`src/rtl/spi_master_gen_pkg.sv`:
```
// Shared types and constants for the SPI master.
// Holds the FSM state type, the {cpol,cpha} mode codes, default parameter
// values and the width and bit-position helpers used by the top level.
package spi_master_gen_pkg;

  localparam int DEF_DATA_W = 32;
  localparam int DEF_NCS    = 4;
  localparam int DEF_DIV_W  = 16;

  typedef enum logic [1:0] {
    IDLE  = 2'd0,
    SETUP = 2'd1,
    SHIFT = 2'd2,
    HOLD  = 2'd3
  } state_e;

  // SPI mode encoding as {cpol, cpha}
  localparam logic [1:0] MODE0 = 2'b00;
  localparam logic [1:0] MODE1 = 2'b01;
  localparam logic [1:0] MODE2 = 2'b10;
  localparam logic [1:0] MODE3 = 2'b11;

  // Width of a bit-count field able to hold 0..data_w
  function automatic int cnt_width(input int data_w);
    return $clog2(data_w + 1);
  endfunction

  // Width of an index into a data_w-bit word
  function automatic int idx_width(input int data_w);
    return (data_w > 1) ? $clog2(data_w) : 1;
  endfunction

  // Width of the chip-select selector
  function automatic int cs_width(input int ncs);
    return (ncs > 1) ? $clog2(ncs) : 1;
  endfunction

  // Word position of the current bit, given how many bits remain (including
  // the current one). Used for both transmit and receive, so the received
  // word ends up right-justified in either bit order.
  function automatic int bit_pos(input int bits_left, input int n, input logic lsb);
    return lsb ? (n - bits_left) : (bits_left - 1);
  endfunction

endpackage

```
`src/rtl/spi_clk_gen.sv`:
```
// Half-period timer for the SPI master.
// Ports:
//   clk, rst_n : system clock, async active-low reset
//   en         : count while high (any non-idle state)
//   start      : reload the counter with div and restart the phase at an
//                even (leading-edge) half-period; has priority over en
//   div        : half-period length minus one
//   hp_end     : strobe on the last cycle of each half-period
//   trail_ph   : 0 = current half ends with a leading edge, 1 = trailing
module spi_clk_gen
  import spi_master_gen_pkg::*;
#(
  parameter int DIV_W = DEF_DIV_W
) (
  input  logic             clk,
  input  logic             rst_n,
  input  logic             en,
  input  logic             start,
  input  logic [DIV_W-1:0] div,
  output logic             hp_end,
  output logic             trail_ph
);

  logic [DIV_W-1:0] cnt_q, cnt_d;
  logic             phase_q, phase_d;

  // Down-counter from div to 0 gives div+1 cycles without ever wrapping.
  always_comb begin
    cnt_d   = cnt_q;
    phase_d = phase_q;
    if (start) begin
      cnt_d   = div;
      phase_d = 1'b0;
    end else if (en) begin
      if (cnt_q == '0) begin
        cnt_d   = div;
        phase_d = ~phase_q;
      end else begin
        cnt_d = cnt_q - DIV_W'(1);
      end
    end
  end

  always_ff @(posedge clk or negedge rst_n) begin
    if (!rst_n) begin
      cnt_q   <= '0;
      phase_q <= 1'b0;
    end else begin
      cnt_q   <= cnt_d;
      phase_q <= phase_d;
    end
  end

  assign hp_end   = en && (cnt_q == '0);
  assign trail_ph = phase_q;

endmodule

```
`src/rtl/spi_master_gen.sv`:
```
// Full-duplex SPI master with runtime mode, divider, length, bit order and
// chip-select selection, and a req/ack handshake.
// Ports:
//   clk, rst_n         : system clock, async active-low reset
//   req                : transfer request, taken when busy=0
//   wr_data, nbits,
//   div, cpol, cpha,
//   lsb_first, cs_sel  : transfer configuration, latched on accept
//   busy, ack          : in-transfer flag, one-cycle completion pulse
//   rd_data            : received word, right-justified
//   sclk, mosi, miso   : SPI bus
//   cs_n               : active-low chip selects
//
// state | meaning
// IDLE  | waiting for req; sclk follows cpol input
// SETUP | chip select active, sclk idle, one half-period before first edge
// SHIFT | 2N half-periods of clock toggling, shifting and sampling
// HOLD  | one half-period with sclk idle before chip select is released
module spi_master_gen
  import spi_master_gen_pkg::*;
#(
  parameter int   DATA_W    = DEF_DATA_W,
  parameter int   NCS       = DEF_NCS,
  parameter int   DIV_W     = DEF_DIV_W,
  parameter logic MOSI_IDLE = 1'b0
) (
  input  logic                         clk,
  input  logic                         rst_n,
  input  logic                         req,
  input  logic [DATA_W-1:0]            wr_data,
  input  logic [cnt_width(DATA_W)-1:0] nbits,
  input  logic [DIV_W-1:0]             div,
  input  logic                         cpol,
  input  logic                         cpha,
  input  logic                         lsb_first,
  input  logic [cs_width(NCS)-1:0]     cs_sel,
  output logic                         busy,
  output logic                         ack,
  output logic [DATA_W-1:0]            rd_data,
  output logic                         sclk,
  output logic                         mosi,
  input  logic                         miso,
  output logic [NCS-1:0]               cs_n
);

  localparam int CNT_W = cnt_width(DATA_W);
  localparam int IDX_W = idx_width(DATA_W);

  state_e            state_q, state_d;
  logic              busy_q, busy_d;
  logic              ack_q, ack_d;
  logic [DATA_W-1:0] rd_data_q, rd_data_d;
  logic              sclk_q, sclk_d;
  logic              mosi_q, mosi_d;
  logic [NCS-1:0]    cs_n_q, cs_n_d;
  logic [DATA_W-1:0] tx_q, tx_d;
  logic [DATA_W-1:0] rx_q, rx_d;
  logic [CNT_W-1:0]  n_q, n_d;
  logic [CNT_W-1:0]  bits_left_q, bits_left_d;
  logic [DIV_W-1:0]  div_q, div_d;
  logic              cpol_q, cpol_d;
  logic              cpha_q, cpha_d;
  logic              lsb_q, lsb_d;

  logic              clk_en, clk_start, hp_end, trail_ph;
  logic              lead_edge, trail_edge, sample_lead;
  logic [DIV_W-1:0]  div_ld;
  logic [CNT_W-1:0]  n_eff;
  logic [IDX_W-1:0]  cur_idx, next_idx, first_idx;

  assign clk_en     = (state_q != IDLE);
  // In IDLE the counter can only be (re)started by an accept, which must use
  // the incoming divider rather than the previous transfer's.
  assign div_ld     = (state_q == IDLE) ? div : div_q;
  assign lead_edge  = hp_end && !trail_ph;
  assign trail_edge = hp_end && trail_ph;

  spi_clk_gen #(
    .DIV_W (DIV_W)
  ) u_clk_gen (
    .clk      (clk),
    .rst_n    (rst_n),
    .en       (clk_en),
    .start    (clk_start),
    .div      (div_ld),
    .hp_end   (hp_end),
    .trail_ph (trail_ph)
  );

  assign n_eff = ((nbits == '0) || (32'(nbits) > DATA_W)) ? CNT_W'(DATA_W) : nbits;

  assign first_idx = IDX_W'(bit_pos(int'(n_eff), int'(n_eff), lsb_first));
  assign cur_idx   = IDX_W'(bit_pos(int'(bits_left_q), int'(n_q), lsb_q));
  assign next_idx  = IDX_W'(bit_pos(int'(bits_left_q) - 1, int'(n_q), lsb_q));

  always_comb begin
    sample_lead = 1'b0;
    case ({cpol_q, cpha_q})
      MODE0, MODE2: sample_lead = 1'b1;
      MODE1, MODE3: sample_lead = 1'b0;
      default:      sample_lead = 1'b0;
    endcase
  end

  always_comb begin
    state_d     = state_q;
    busy_d      = busy_q;
    ack_d       = 1'b0;
    rd_data_d   = rd_data_q;
    sclk_d      = sclk_q;
    mosi_d      = mosi_q;
    cs_n_d      = cs_n_q;
    tx_d        = tx_q;
    rx_d        = rx_q;
    n_d         = n_q;
    bits_left_d = bits_left_q;
    div_d       = div_q;
    cpol_d      = cpol_q;
    cpha_d      = cpha_q;
    lsb_d       = lsb_q;
    clk_start   = 1'b0;

    case (state_q)
      IDLE: begin
        sclk_d = cpol;
        if (req) begin
          state_d     = SETUP;
          busy_d      = 1'b1;
          tx_d        = wr_data;
          rx_d        = '0;
          n_d         = n_eff;
          bits_left_d = n_eff;
          div_d       = div;
          cpol_d      = cpol;
          cpha_d      = cpha;
          lsb_d       = lsb_first;
          clk_start   = 1'b1;
          cs_n_d      = '1;
          // An out-of-range selector runs the transfer with no device selected.
          if (32'(cs_sel) < NCS) cs_n_d[cs_sel] = 1'b0;
          if (!cpha) mosi_d = wr_data[first_idx];
        end
      end

      SETUP: begin
        if (hp_end) begin
          state_d   = SHIFT;
          clk_start = 1'b1;
        end
      end

      SHIFT: begin
        if (hp_end) sclk_d = ~sclk_q;
        if (lead_edge) begin
          if (sample_lead) rx_d[cur_idx] = miso;
          else             mosi_d = tx_q[cur_idx];
        end
        if (trail_edge) begin
          if (!sample_lead) rx_d[cur_idx] = miso;
          if (bits_left_q == CNT_W'(1)) begin
            state_d = HOLD;
          end else begin
            bits_left_d = bits_left_q - CNT_W'(1);
            if (sample_lead) mosi_d = tx_q[next_idx];
          end
        end
      end

      HOLD: begin
        if (hp_end) begin
          state_d   = IDLE;
          busy_d    = 1'b0;
          ack_d     = 1'b1;
          rd_data_d = rx_q;
          mosi_d    = MOSI_IDLE;
          cs_n_d    = '1;
        end
      end

      default: state_d = IDLE;
    endcase
  end

  always_ff @(posedge clk or negedge rst_n) begin
    if (!rst_n) begin
      state_q     <= IDLE;
      busy_q      <= 1'b0;
      ack_q       <= 1'b0;
      rd_data_q   <= '0;
      sclk_q      <= 1'b0;
      mosi_q      <= MOSI_IDLE;
      cs_n_q      <= '1;
      tx_q        <= '0;
      rx_q        <= '0;
      n_q         <= '0;
      bits_left_q <= '0;
      div_q       <= '0;
      cpol_q      <= 1'b0;
      cpha_q      <= 1'b0;
      lsb_q       <= 1'b0;
    end else begin
      state_q     <= state_d;
      busy_q      <= busy_d;
      ack_q       <= ack_d;
      rd_data_q   <= rd_data_d;
      sclk_q      <= sclk_d;
      mosi_q      <= mosi_d;
      cs_n_q      <= cs_n_d;
      tx_q        <= tx_d;
      rx_q        <= rx_d;
      n_q         <= n_d;
      bits_left_q <= bits_left_d;
      div_q       <= div_d;
      cpol_q      <= cpol_d;
      cpha_q      <= cpha_d;
      lsb_q       <= lsb_d;
    end
  end

  assign busy    = busy_q;
  assign ack     = ack_q;
  assign rd_data = rd_data_q;
  assign sclk    = sclk_q;
  assign mosi    = mosi_q;
  assign cs_n    = cs_n_q;

endmodule

```
`config.mk`:
```
export PLATFORM = sky130hd
export DESIGN_NAME = spi_master_gen
export DESIGN_NICKNAME = d
export VERILOG_FILES = /design/src/rtl/spi_master_gen_pkg.sv /design/src/rtl/spi_clk_gen.sv /design/src/rtl/spi_master_gen.sv
export SDC_FILE = /design/constraint.sdc
export NUM_CORES = 1
export LEC_CHECK = 0
export BUFFER_PORTS_ARGS = -buffer_cell sky130_fd_sc_hd__buf_2
export CORE_MARGIN = 1
export CORE_UTILIZATION = 59
export DETAILED_ROUTE_END_ITERATION = 8
export PLACE_DENSITY = 0.92
export SLEW_MARGIN = 20
export SYNTH_ARGS = -nofsm -noshare
export SYNTH_HDL_FRONTEND = slang
export SYNTH_SLANG_ARGS = --single-unit
export TNS_END_PERCENT = 100
```
`constraint.sdc`:
```
create_clock -name clk -period 4.1 [get_ports clk]
set_input_delay 0.615 -clock clk [delete_from_list [all_inputs] [get_ports clk]]
set_output_delay 0.615 -clock clk [all_outputs]
set_load 0.01 [all_outputs]
```
# == After elaboration in Yosys (flattened, before gate mapping) ==
# Index checks and enable logic that the tools add are counted.
# totals
regBits,153
latchBits,0
mem_bits_rw,0
mem_bits_ro,0
in_bits,63
word_cells,139
mem_count,0
# op_classes
n_addsub,8
n_mul,0
div,0
n_lt_le_gt_ge,7
eq_ne,15
shifts,0
n_mux,61
bitwise_logic,3
n_reduce_logical,28
# ops
operator,n
2-to-1 mux 32 bit,6
bitwise mux 32 bit,2
2-to-1 mux 16 bit,4
case mux 32 bit (2 select lines),1
2-to-1 mux 6 bit,4
2-to-1 mux 1 bit,21
"less-than comparator 5 x 6 -> 1 bit, second input constant",3
zero test 16 bit,1
"!= test 2 bit, second input constant",8
"subtractor 16 x 1 -> 16 bit, second input constant",1
binary-select mux 1 bit (select 5 bit),3
2-to-1 mux 5 bit,3
subtractor 5 bit,3
case mux 6 bit (2 select lines),1
2-to-1 mux 2 bit,5
AND reduction 2 bit,5
nonzero test 2 bit,5
"subtractor 5 x 1 -> 5 bit, second input constant",2
"equality test 2 bit, second input constant",4
2-to-1 mux 4 bit,2
case mux 1 bit (2 select lines),4
case mux 2 bit (4 select lines),1
case mux 4 bit (2 select lines),1
AND reduction 4 bit,2
22 further kinds,30

# == Logic depth before layout (Yosys ltp) ==
# depth
ltp_word,14
ltp_mapped,14
mapped_depth_nobuf,13

# == Hierarchy ==
# A second synthesis with hierarchy kept.
# unflattened
cells_unflattened,805
area_unflattened_um2,8687.1
# by_module_without_submodules
module,instances,cells_each,area_per_inst_um2,seq_area_each_um2
spi_master_gen,1,658,7459.7,3383.2
spi_clk_gen,1,147,1227.4,425.4

# == Worst setup path before layout ==
# No wires, ideal clock.
# synth_timing
path_type,register to register
start,register bits_left_q[0]
end,"register mosi_q, in the netlist mosi"
setup_ns,0.134
arrival_time_ns,3.357
t_required_ns,3.966
slack_ns,0.610
stages_incl_launch_ff,15
n_path_buf,1
synth_period_minus_slack_ns,3.490
path_cell_list,dfrtp_1 -> buf_2 -> inv_1 -> ha_1 -> xor2_2 -> inv_2 -> ha_1 -> and3b_1 -> or3_1 -> and3_1 -> a21oi_2 -> mux2_1 -> a2111o_1 -> o221ai_1 -> o211ai_1
# synth_between
elab_chain_cells,10
word_cells_on_any_way,17
# synth_rtl
item,line_no,rtl
"start, declared",spi_master_gen.sv:59,"logic [CNT_W-1:0] bits_left_q, bits_left_d;"
"start signal, assigned",spi_master_gen.sv:212,bits_left_q <= bits_left_d;
"parallel branches: the longest is 8 deep, another holds subtractor 5 x 1 -> 5 bit",n/a,
2-to-1 mux 1 bit (*),spi_master_gen.sv:158,if (trail_edge) begin
case mux 1 bit (3 select lines) (*),spi_master_gen.sv:123,case (state_q)
"end signal, assigned",spi_master_gen.sv:207,mosi_q <= mosi_d;
"end, declared",spi_master_gen.sv:54,"logic mosi_q, mosi_d;"
# Every way passes the cells marked *. The select of a mux whose other input is x is not followed.
# A chain may end at the register's enable or synchronous reset.

# == Worst setup path in the final report ==
# layout_timing
start,register bits_left_q[1]
end,"register mosi_q, in the netlist mosi"
# The elaborated chain is that of the path after synthesis.

==> impl_metrics.csv <==
group,metric,value,unit
timing,fin_worst_skew,0.01065,ns
cts,clockBufferDepth,2,
timing,max_slew_margin,25.33,%
setup_path,cp_max_fo,5,
pwr,p_leak,4.726,nW
detailed_routing,routed.top_layer,"met4",
synth,synth-edff-count,0,
cells_and_area,nets,1121,
cts,cts.repair.resized,0,
pwr,p_total,8.255,mW
placement,io_buffers,102,
global_routing,grt_pass1_wl,37610,µm
setup_path,start_kind,"register",
timing,tns,0,ns
cts,clock-sinks,152,
synth,avgSynthCellArea,9.064,µm²
global_routing,grt_antenna_before_repair,0,
cells_and_area,syn_to_final_growth,14.76,%
cts,cts_hold_buf,0,
cts,post-cts-setup-buffers,0,
setup_path,endpoint_kind,"register",
synth,synth_ff_type,"dfrtp_1",
detailed_routing,drtPass1Iterations,7,
setup_path,crit_required,4.41,ns
cells_and_area,final.fill_count,1016,
placement,dpl.hpwl,15450,µm
timing,period_share,92.26,%
pwr,power_density,831.8,nW/µm²
timing,worst_pin_slew,1.117,ns
synth,synth_compound_area_share,17.18,%
synth,synth_most_common_cell,"nand2_1",
cells_and_area,utilization,70.40,%
placement,dpl_cell_area,9319,µm²
global_routing,grt_overflow_total,0,
setup_path,critPathMaxStageDelay,0.42,ns
synth,synth-xor-area-share,1.404,%
setup_path,cp_slowest_cell,"dfrtp_1",
min_path,hold_class,"in2async",
cells_and_area,diodes,0,
timing,setup_viol,0,
detailed_routing,viasPerCell,6.454,
placement,place.gp.congestion,0.9402,
global_routing,first_global_vias,7444,
floorplanning,die_w,123.1,µm
global_routing,grt.total_usage,32.56,%
cts,clk-insertion-delay-late,0.44,ns
synth,synth_fa_ha_area_share,3.212,%
synth,synthMuxAreaShare,11.10,%
timing,rsz0062_at_grt,"false",
synth,yosysTopAreaCellShare,42.83,%
floorplanning,top_level_ports,103,
pwr,ir_drop,582.6,µV
floorplanning,initial_core_util,61.34,%
timing,period_needed,3.783,ns
global_routing,grt_max_degree,101,
synth,ys_ff_latch,152,
detailed_routing,vias,7925,
setup_path,crit_type,"reg2reg",
synth,synthCells,954,
cts,clk_pin_slew,0.06,ns
detailed_routing,m1WireLength,9585,µm
cells_and_area,fin_area,9923,µm²
cts,cts_tree,"built",
synth,ys.warnings.count,0,
floorplanning,die_h,123.1,µm
timing,whs,0.2731,ns
cells_and_area,drive_gt1_share,22.14,%
synth,synth_area_leader_cell,"dfrtp_1",
detailed_routing,routed_wl,23540,µm
timing,hold_violations,0,
cts,htreeDepth,4,
floorplanning,coreArea,14100,µm²
floorplanning,rows,43,
synth,async_flop_share,100.0,%
run_status,status,"finished, final reports clean",
detailed_routing,postRouteAntennaNets,0,
timing,slew_violations,0,
synth,synth-simple-area-share,19.42,%
cts,cts-root-buf,"clkbuf_16",
detailed_routing,drc,0,
detailed_routing,dr.first_iter.drc_count,805,
detailed_routing,wl_per_cell,19.17,µm
setup_path,cp_cell_sequence,"inv_1 -> ha_1 -> xor2_2 -> inv_2 -> ha_1 -> and3b_1 -> or3_1 -> and3_1 -> a21oi_2 -> mux2_1 -> a2111o_1 -> o221ai_1 -> o211ai_1",
detailed_routing,dr_wl_met3,1958,µm
synth,ys_types,71,
setup_path,critPathArrivalTime,4.09,ns
synth,synth_top_family_by_area,"simple AND/OR/NAND/NOR gates",
synth,ys_top_cells_by_area,"dfrtp_1 43%, nand2_1 9.1%, o21ai_0 7.2%",
synth,synth_nets,1038,
job,cap_violations,0,
timing,fmax,264.4,MHz
synth,synthTopCellsByCount,"210 x nand2_1, 148 x dfrtp_1, 124 x o21ai_0, 60 x a21oi_1, 41 x nor2_1",
cts,cts_buffers,17,
floorplanning,die_area,15140,µm²
detailed_routing,wl_met2,11250,µm
synth,syn-cell-area,8647,µm²
setup_path,path_delay_family,"compound AO/OA/AOI/OAI gates",
setup_path,timing.critical_path.mode_cell,"ha_1",
setup_path,worst-path-buf-inv,2,
synth,ys_seq_area_share,44.05,%
## sequential cells by signal (all words and copies together) (netlist names), 2 cells and up
signal and cells:
tx_q 32, u_clk_gen.cnt_q 16, div_q 16, cs_n 4, rx_q 32, bits_left_q 6, n_q 5, state_q 2
rd_data 32
## final cells by class
cell class	count	area [µm²]	area share (%)
clock inverters	12	165.2	1.664
well taps	180	225.2	2.270
inverters	24	90.09	0.9078
repair buffers	120	664.4	6.695
multi-input cells	722	4531	45.66
clock buffers	18	439.2	4.426
flip-flops and latches	152	3809	38.38
## per-stage QoR
| step | setup WS, ns | cells |
|---|---|---|
| 5_1_grt | 0.1359 | 1228 |
| 3_3_place_gp | 0.5172 | 1198 |
| 3_5_place_dp | 0.4291 | 1198 |
| 4_1_cts | 0.3649 | 1228 |
| 2_1_floorplan | 0.6098 | 954 |
| 6_report | 0.3174 | 1228 |
## layout by cell type (no fill, tap or decap), types with 3 or more instances in the layout
cell type	instances
ha_1	19
o22ai_1	7
dfstp_2	4
a21o_1	3
clkbuf_16	17
nor2_1	41
a311oi_1	4
nor4_2	3
nand2b_1	11
xor2_1	4
mux2_2	40
and3_1	10
and2_1	3
a221oi_1	5
nand2_1	209
o21ai_1	3
or2_2	3
mux4_2	11
xnor2_1	8
or3_1	7
buf_4	17
o21ai_0	123
nor4_4	4
nand3b_1	3
nor3_1	19
a21boi_0	3
bufinv_16	3
buf_2	101
nand2_2	5
mux2i_1	25
nand3_1	17
a21oi_1	59
dfrtp_1	148
a22o_1	6
nor4_1	4
inv_6	3
a22oi_1	4
a211oi_1	11
inv_1	23
## metal layers
| layer | track usage [%] | up-vias |
|---|---|---|
| li1 | - | 3552 |
| met1 | 43.00 | 3844 |
| met2 | 52.46 | 436 |
| met3 | 6.827 | 93 |
| met4 | 13.33 | 0 |
| met5 | 0 | - |
## worst paths after layout
path                               end  slack (ns)  depth (start not counted)      startpoint
setup / recovery                  mosi        0.32                         13  bits_left_q[1]
hold / removal                 tx_q[6]        0.27                          1           rst_n
setup reg to reg                  mosi        0.32                         13  bits_left_q[1]
hold reg to reg              div_q[10]        0.47                          2       div_q[10]
max in group asynchronous  rd_data[28]        3.05                          2           rst_n
min in group clk              tx_q[14]        0.38                          3     wr_data[14]
## where the power goes
group | leakage (nW) | total (mW) | switching, mW | internal (mW)
clock network | 0.297 | 1.63 | 0.655 | 0.978
registers | 1.98 | 2.32 | 0.402 | 1.92
logic | 2.45 | 4.30 | 2.77 | 1.53
## kinds of logic (layout without fill, tap and decap cells)
| group | after synthesis | in the layout |
|---|---|---|
| AO/OA/AOI/OAI | 254 | 254 |
| multiplexers | 77 | 77 |
| adder cells (fa/ha/maj) | 21 | 21 |
| AND/OR/NAND/NOR | 357 | 357 |
| buffers and inverters | 80 | 174 |
| XOR/XNOR | 13 | 13 |
| flip-flops | 152 | 152 |
(Power assumes the default switching activity.)
